===== config.mk =====
export PLATFORM = sky130hd
export DESIGN_NAME = booth_wallace_mult_12x12_flat
export DESIGN_NICKNAME = d
export VERILOG_FILES = /design/src/rtl/booth_wallace_mult_12x12_if.sv /design/src/rtl/booth_wallace_mult_12x12.sv /design/src/flat_wrapper.sv
export SDC_FILE = /design/constraint.sdc
export NUM_CORES = 1
export LEC_CHECK = 0
export ABC_AREA = 1
export BUFFER_PORTS_ARGS = -buffer_cell sky130_fd_sc_hd__buf_2
export CAP_MARGIN = 10
export CORE_AREA = 2 2 132 134
export CTS_CLUSTER_DIAMETER = 50
export DETAILED_ROUTE_END_ITERATION = 10
export DIE_AREA = 0 0 134 136
export PLACE_DENSITY = 0.54
export SETUP_SLACK_MARGIN = 0.02
export SYNTH_ARGS = -nofsm -noshare
export SYNTH_HDL_FRONTEND = slang
export SYNTH_SLANG_ARGS = --single-unit

===== constraint.sdc =====
create_clock -name clk -period 13.1 [get_ports clk]
set_input_delay 0.655 -clock clk [delete_from_list [all_inputs] [get_ports clk]]
set_output_delay 0.655 -clock clk [all_outputs]
set_load 0.1 [all_outputs]

===== src/rtl/booth_wallace_mult_12x12_if.sv =====
// rtl/booth_wallace_mult_12x12_if.sv - operand/product bundle for the 12x12 Booth multiplier
interface booth_wallace_mult_12x12_if;
  logic        in_valid;
  logic [11:0] x;
  logic [11:0] y;
  logic [23:0] p;
  logic        out_valid;

  modport master (output in_valid, x, y, input p, out_valid);
  modport slave  (input in_valid, x, y, output p, out_valid);
endinterface


===== src/rtl/booth_wallace_mult_12x12.sv =====
// rtl/booth_wallace_mult_12x12.sv - two-stage signed 12x12 radix-4 Booth / Wallace multiplier
module booth_wallace_mult_12x12 (
  input logic                     clk,
  input logic                     rst,
  booth_wallace_mult_12x12_if.slave bus
);

  logic [11:0] x_r;
  logic [11:0] y_r;
  logic        v_r;
  logic [12:0] y_ext;
  logic [13:0] pp  [6];
  logic [23:0] spp [6];
  logic [47:0] l1a, l1b, l2, l3;
  logic [23:0] prod;

  // One Booth digit times x as an exact 14-bit two's-complement value.
  function automatic logic [13:0] gen_pp(input logic [2:0] bits, input logic [11:0] xv);
    logic [13:0] x1;
    logic [13:0] x2;
    x1 = {{2{xv[11]}}, xv};
    x2 = {x1[12:0], 1'b0};
    case (bits)
      3'b001, 3'b010: gen_pp = x1;
      3'b011:         gen_pp = x2;
      3'b100:         gen_pp = ~x2 + 14'd1;
      3'b101, 3'b110: gen_pp = ~x1 + 14'd1;
      default:        gen_pp = '0;
    endcase
  endfunction

  // Returns {sum, carry}; carry is already shifted up with bit 0 cleared.
  function automatic logic [47:0] csa(input logic [23:0] a, input logic [23:0] b,
                                      input logic [23:0] c);
    logic [23:0] s;
    logic [23:0] co;
    s  = a ^ b ^ c;
    co = {(a[22:0] & b[22:0]) | (a[22:0] & c[22:0]) | (b[22:0] & c[22:0]), 1'b0};
    csa = {s, co};
  endfunction

  function automatic logic [23:0] ripple(input logic [23:0] a, input logic [23:0] b);
    logic c;
    c = 1'b0;
    for (int i = 0; i < 24; i++) begin
      ripple[i] = a[i] ^ b[i] ^ c;
      c         = (a[i] & b[i]) | (c & (a[i] ^ b[i]));
    end
  endfunction

  always_comb begin
    y_ext = {y_r, 1'b0};
    for (int i = 0; i < 6; i++) begin
      pp[i]  = gen_pp(y_ext[2*i +: 3], x_r);
      spp[i] = {{10{pp[i][13]}}, pp[i]} << (2 * i);
    end
    l1a  = csa(spp[0], spp[1], spp[2]);
    l1b  = csa(spp[3], spp[4], spp[5]);
    l2   = csa(l1a[47:24], l1a[23:0], l1b[47:24]);
    l3   = csa(l2[47:24], l2[23:0], l1b[23:0]);
    prod = ripple(l3[47:24], l3[23:0]);
  end

  always_ff @(posedge clk or posedge rst) begin
    if (rst) begin
      x_r           <= '0;
      y_r           <= '0;
      v_r           <= 1'b0;
      bus.p         <= '0;
      bus.out_valid <= 1'b0;
    end else begin
      x_r           <= bus.x;
      y_r           <= bus.y;
      v_r           <= bus.in_valid;
      bus.p         <= prod;
      bus.out_valid <= v_r;
    end
  end

endmodule


===== src/flat_wrapper.sv =====
// flat-port wrapper written by rule: the top's interface ports become plain ports
module booth_wallace_mult_12x12_flat 
  (clk, rst, bus_in_valid, bus_x, bus_y, bus_p, bus_out_valid);
  booth_wallace_mult_12x12_if bus_i ();
  input logic clk;
  input logic rst;
  input wire logic [$bits(bus_i.in_valid)-1:0] bus_in_valid;
  input wire logic [$bits(bus_i.x)-1:0] bus_x;
  input wire logic [$bits(bus_i.y)-1:0] bus_y;
  output wire logic [$bits(bus_i.p)-1:0] bus_p;
  output wire logic [$bits(bus_i.out_valid)-1:0] bus_out_valid;
  assign bus_i.in_valid = bus_in_valid;
  assign bus_i.x = bus_x;
  assign bus_i.y = bus_y;
  assign bus_p = bus_i.p;
  assign bus_out_valid = bus_i.out_valid;
  booth_wallace_mult_12x12 u_core (.clk(clk), .rst(rst), .bus(bus_i));
endmodule

==> flow_summary.toml, run 1 <==
[status]
status = "finished clean"

[floorplanning]
fp.coreArea_um2 = 16900
placementRows = 48
ios = 52
fp.dieArea_um2 = 18200
fp.dieW_um = 134
start_util = 0.344
die_h_um = 136

[yosys]
async_flop_share = 1.00
syn-cell-area_um2 = 5810
synth_top_area_cell = "fa_1"
ys.flop_type = "dfrtp_1"
synth.distinct_cells = 40
avgSynthCellArea_um2 = 8.00
netlist_instances = 726
synth-edff-count = 0
synth_nets = 844
yosysWarningCount = 0
seq_area_frac_synth = 0.215
synth_top_area_frac = 0.259
synth_area_leaders = "fa_1 (26%), dfrtp_1 (22%), inv_1 (10%)"
ys_ff_latch = 50

[critical_path]
path_max_fanout = 12
slowest_stage = "fa_1"
regToRegSetupSlack_ps = 2720
worst_path_most_repeated_cell = "fa_1"
worst-path-buf-inv = 6
cpLargestDelayFamily = "adder cells"
critPathLaunchType = "register"
arrival_ps = 10590
path_class = "reg -> reg"
crit_required_ps = 13310
max_stage_delay_ps = 490
cp-end-kind = "register"

[routing]
remaining_drc_errors = 0
initialDrtViolationCount = 385
wl_per_cell_um = 18.1
drt_wl_total_mm = 17.8
drt_first_pass_iters = 8
vias = 5059
detail-route-antenna-nets = 0
via_per_inst = 5.15

[cts]
cts_tree = "done"
cts_sinks = 50
cts_hold_buf = 0
clockRootBuffer = "clkbuf_16"
postCtsResizedCells = 0
path_clk_slew_ps = 80
clock_latency_ps = 310
clock_path_buffers = 2
numCtsBuffers = 5
htreeDepth = 2
postCtsSetupRepairBufs = 0

[global_routing]
overflow = 0
grt_use_total = 0.206
grt_max_degree = 51
grt_pass1_wl_mm = 28.1
grt_pass1_vias = 5164
antenna_found_initial = 0

[min_path]
hold_class = "reg -> reg"

[sta]
relSlewSlack = 0.563
slew_viol_final = 0
rsz0062_at_grt = "false"
fin_crit_ps = 10380
tightest_slew_ps = 656
finClkSkew_ps = 6.51
setup_viol = 0
hold_viol = 0
setup_tns_ps = 0
setup_slack_ps = 2720
max_freq_mhz = 96.4
hold_slack_ps = 351
period_share = 0.792

[cells_and_area]
layout_commonest_cell = "inv_1"
antennaDiodeCount = 0
final_cell_mix = "inv_1 (161), nor2_1 (101), nand2_1 (78)"
syn_to_final_growth_pct = 9.31
nNetsFinal = 874
drive_above_1_share = 0.151

[power_and_ir_drop]
power.leakage_uw = 0.00316
vdd_ir_drop_max_v = 0.000133
p_per_area_nw_per_um2 = 186

[placed_design]
routabilityCongestion = 0.972
dp_hpwl_mm = 13.6
preCtsSetupSlack_ps = 2670
port_buffers = 51

[job]
drv_cap = 0
[worst register-to-register path, delay by kind of cell, from the launching register on]
| family | cells | cell delay, ps |
|---|---|---|
| buf+inv | 6 | 630 |
| simple gates | 8 | 850 |
| xor+xnor | 1 | 190 |
| fa+ha+maj | 21 | 7710 |
| flops | 1 | 410 |
| compound gates | 2 | 470 |
[cells in the mapped netlist (2+ instances only)]
cell	instances
o211ai_1	7
fa_1	75
inv_2	8
nor2_1	101
o211ai_2	4
nand3_1	26
nand2_1	78
nand4_1	2
o21ai_1	16
buf_4	3
nor3_1	4
o21ai_0	22
ha_1	16
xnor2_1	2
o221ai_1	7
clkinv_1	2
inv_4	2
inv_1	162
dfrtp_1	50
nand2_2	13
nor2_4	5
nor2_2	7
o22ai_1	62
nand2_4	2
clkbuf_1	9
a21oi_1	9
nand3_2	5
buf_6	6
buf_2	10
[per-layer routing]
metal,share of wire,GRT usage
met4,0.041,0.102
met3,0.092,0.0462
met1,0.41,0.264
met5,0,0
met2,0.45,0.330
[where the power goes]
group	total (uW)	internal, uW	switching, uW
clock network	163	91.8	70.8
logic	802	229	573
registers	217	205	12.2
total	1180	526	656
[cell families (layout without fill, tap and decap cells)]
family / Yosys count / count (layout) / share of synthesized area
simple gates: 248 / 248 / 0.200
buf+inv: 204 / 235 / 0.145
compound gates: 129 / 129 / 0.139
fa+ha+maj: 91 / 91 / 0.293
flops: 50 / 50 / 0.215
xor+xnor: 4 / 4 / 0.00733
[final timing paths]
check / depth (start not counted) / startpoint / end
max in group asynchronous: 3 / rst / u_core.x_r[10]$_DFF_PP0_
setup reg to reg: 38 / u_core.x_r[1]$_DFF_PP0_ / u_core.bus.p[23]$_DFF_PP0_
setup / recovery: 38 / u_core.x_r[1]$_DFF_PP0_ / u_core.bus.p[23]$_DFF_PP0_
hold / removal: 0 / u_core.v_r$_DFF_PP0_ / u_core.bus.out_valid$_DFF_PP0_
hold reg to reg: 0 / u_core.v_r$_DFF_PP0_ / u_core.bus.out_valid$_DFF_PP0_
min in group asynchronous: 3 / rst / u_core.bus.p[6]$_DFF_PP0_
[cell type report]
| cell class | instances | area, um2 |
|---|---|---|
| Clock buffer | 5 | 125 |
| Clock inverter | 3 | 48.8 |
| Multi-Input combinational cell | 472 | 3710 |
| Inverter | 175 | 667 |
| Timing Repair Buffer | 52 | 263 |
| Tap cell | 225 | 282 |
| Fill cell | 1790 | 10500 |
| Sequential cell | 50 | 1250 |
[sequential cells by signal (all words and copies together) (netlist names)]
name	cells
u_core.bus.p	24
u_core.x_r	12
u_core.bus.out_valid	1
u_core.y_r	12
u_core.v_r	1
[metrics by stage]
stage	total power [uW]	instance area, um2	utilization	std cells
detailed placement	1050	6170	0.366	974
floorplan	885	5810	-	726
global placement	1040	6170	0.366	974
CTS	1210	6350	0.376	982
finish	1180	6350	0.376	982
global route	1310	6350	0.376	982
Power figures use the tool's default switching activity.
==> inputs of run 2 (changes only) <==
==> constraint.sdc (replaced) <==
create_clock -name clk -period 9.6 [get_ports clk]
set_input_delay 0.48 -clock clk [delete_from_list [all_inputs] [get_ports clk]]
set_output_delay 0.48 -clock clk [all_outputs]
set_load 0.1 [all_outputs]
==> run 2 against run 1 <==
  * Clock skew increased by 1.3 ps
  * Cell area rose by 9.8%
  * Combinational power up 43%
  * First-iteration DRC count shrank 8.6%
  * Critical path type unchanged
  * Largest power group unchanged
==> flow_summary.toml, run 2 (synthesized netlist as in run 1, its figures left out) <==
[cells_and_area]
reg_top3 = "u_core.bus.p: 24 flops, u_core.x_r: 12 flops, u_core.y_r: 12 flops"
largest_register_ffs = 24
syn_to_final_growth_pct = 20.0
nNetsFinal = 949
nFillCells = 1751
final_cell_mix = "inv_1 (160), nor2_1 (99), nand2_1 (76)"
drive_above_1_share = 0.252
post-route-util = 0.413
layout_commonest_cell = "inv_1"
top_register = "u_core.bus.p"
antennaDiodeCount = 0

[routing]
drt_wl_total_mm = 17.4
via_per_inst = 4.92
initialDrtViolationCount = 352
vias = 5204
wl_per_cell_um = 16.5
detail-route-antenna-nets = 0
drt_first_pass_iters = 5
remaining_drc_errors = 0

[critical_path]
max_stage_delay_ps = 500
r2r-start = "u_core.x_r[0]$_DFF_PP0_"
arrival_ps = 9290
worst_path_most_repeated_cell = "fa_2"
path_max_fanout = 4
startpoint = "u_core.x_r[0]$_DFF_PP0_"
crit_cells = 39
cp-end-kind = "register"
slowest_stage = "fa_1"
crit_required_ps = 9800
ff2ff_path_depth = 39
regToRegSetupSlack_ps = 510
worst-path-buf-inv = 7
critPathLaunchType = "register"
path_class = "reg -> reg"
cpLargestDelayFamily = "adder cells"
worstReg2RegEnd = "u_core.bus.p[23]$_DFF_PP0_"

[power_and_ir_drop]
p_sw_uw = 904
power.leakage_uw = 0.00350
p_per_area_nw_per_um2 = 236
p_sw_frac = 0.550
power.internal_uw = 740
vdd_ir_drop_max_v = 0.000142
pwr-share-seq = 0.180
comb_power_share = 0.702
p_clk_frac = 0.119

[sta]
fin_crit_ps = 9090
setup_slack_ps = 510
setup_tns_ps = 0
period_share = 0.947
hold_viol = 0
rsz0062_at_grt = "false"
hold_slack_ps = 275
relSlewSlack = 0.569
slew_viol_final = 0
max_freq_mhz = 110
setup_viol = 0
finClkSkew_ps = 7.81
tightest_slew_ps = 646

[cts]
clockRootBuffer = "clkbuf_16"
cts_sinks = 50
cts_hold_buf = 0
numCtsBuffers = 5
postCtsSetupRepairBufs = 0
cts_tree = "done"
clock_path_buffers = 2
htreeDepth = 2
path_clk_slew_ps = 70
clock_latency_ps = 310

[floorplanning]
fp.coreArea_um2 = 16900
start_util = 0.344
placementRows = 48
fp.dieArea_um2 = 18200
fp.dieW_um = 134
die_h_um = 136
ios = 52

[placed_design]
dp_hpwl_mm = 14.0
port_buffers = 51
preCtsSetupSlack_ps = -169
routabilityCongestion = 0.996

[status]
status = "finished clean"

[min_path]
hold_class = "in -> reg"
whs_endpoint = "u_core.y_r[0]$_DFF_PP0_"
min_from = "bus_y[0]"
min_path_cells = 1

[global_routing]
grt_max_degree = 51
grt_pass1_vias = 5023
antenna_found_initial = 0
grt_use_total = 0.203
overflow = 0
grt_pass1_wl_mm = 28.1

[job]
drv_cap = 0
[run 2: per-layer routing]
layer | global-route usage | up-vias | part of all wire
met3 | 0.0291 | 18 | 0.069
li1 | - | 2477 | -
met2 | 0.335 | 198 | 0.47
met1 | 0.283 | 2511 | 0.45
met4 | 0.0443 | 0 | 0.014
met5 | 0 | - | 0
[run 2: cell type report]
class	instances	area, um2	area share
Multi-Input combinational cell	472	3780	0.543
Clock inverter	2	16.3	0.00233
Tap cell	225	282	0.0404
Timing Repair Buffer	127	830	0.119
Inverter	175	667	0.0957
Sequential cell	50	1250	0.180
Clock buffer	6	139	0.0199
[run 2: what timing repair did]
action,4_1_cts,5_1_grt
resized for setup,10,13
gates cloned,0,0
endpoints found under the setup margin,1,1
pin swaps,4,4
hold endpoints to repair,0,0
[run 2: through the flow]
stage / area [um2] / cells / power, uW
2_1_floorplan: 5810 / 726 / 1210
3_3_place_gp: 6740 / 1049 / 1440
3_5_place_dp: 6740 / 1049 / 1450
4_1_cts: 6930 / 1057 / 1660
5_1_grt: 6970 / 1057 / 1840
6_report: 6970 / 1057 / 1640
[run 2: worst register-to-register path: cells and delay by family, from the launching register on]
kind | cells | cell delay [ps]
flip-flops | 1 | 420
AO/OA/AOI/OAI | 1 | 100
adder cells (fa/ha/maj) | 21 | 7120
XOR/XNOR | 1 | 150
buffers and inverters | 7 | 410
AND/OR/NAND/NOR | 9 | 780
[run 2: power by group through the flow]
stage | clock (uW) | sequential (uW) | combinational, uW
after detailed placement | 0 | 300 | 1150
after CTS | 205 | 296 | 1160
after global placement | 0 | 300 | 1140
after global routing | 211 | 302 | 1330
final | 195 | 296 | 1150
after floorplan | 0 | 639 | 568
[run 2: worst max path at each step]
stage	end	slack, ps
final	u_core.bus.p[23]$_DFF_PP0_	510
after global routing	u_core.bus.p[23]$_DFF_PP0_	40
after CTS	u_core.bus.p[23]$_DFF_PP0_	20
after detailed placement	u_core.bus.p[23]$_DFF_PP0_	-170
after global placement	u_core.bus.p[23]$_DFF_PP0_	-60
after floorplan	u_core.bus.p[23]$_DFF_PP0_	60
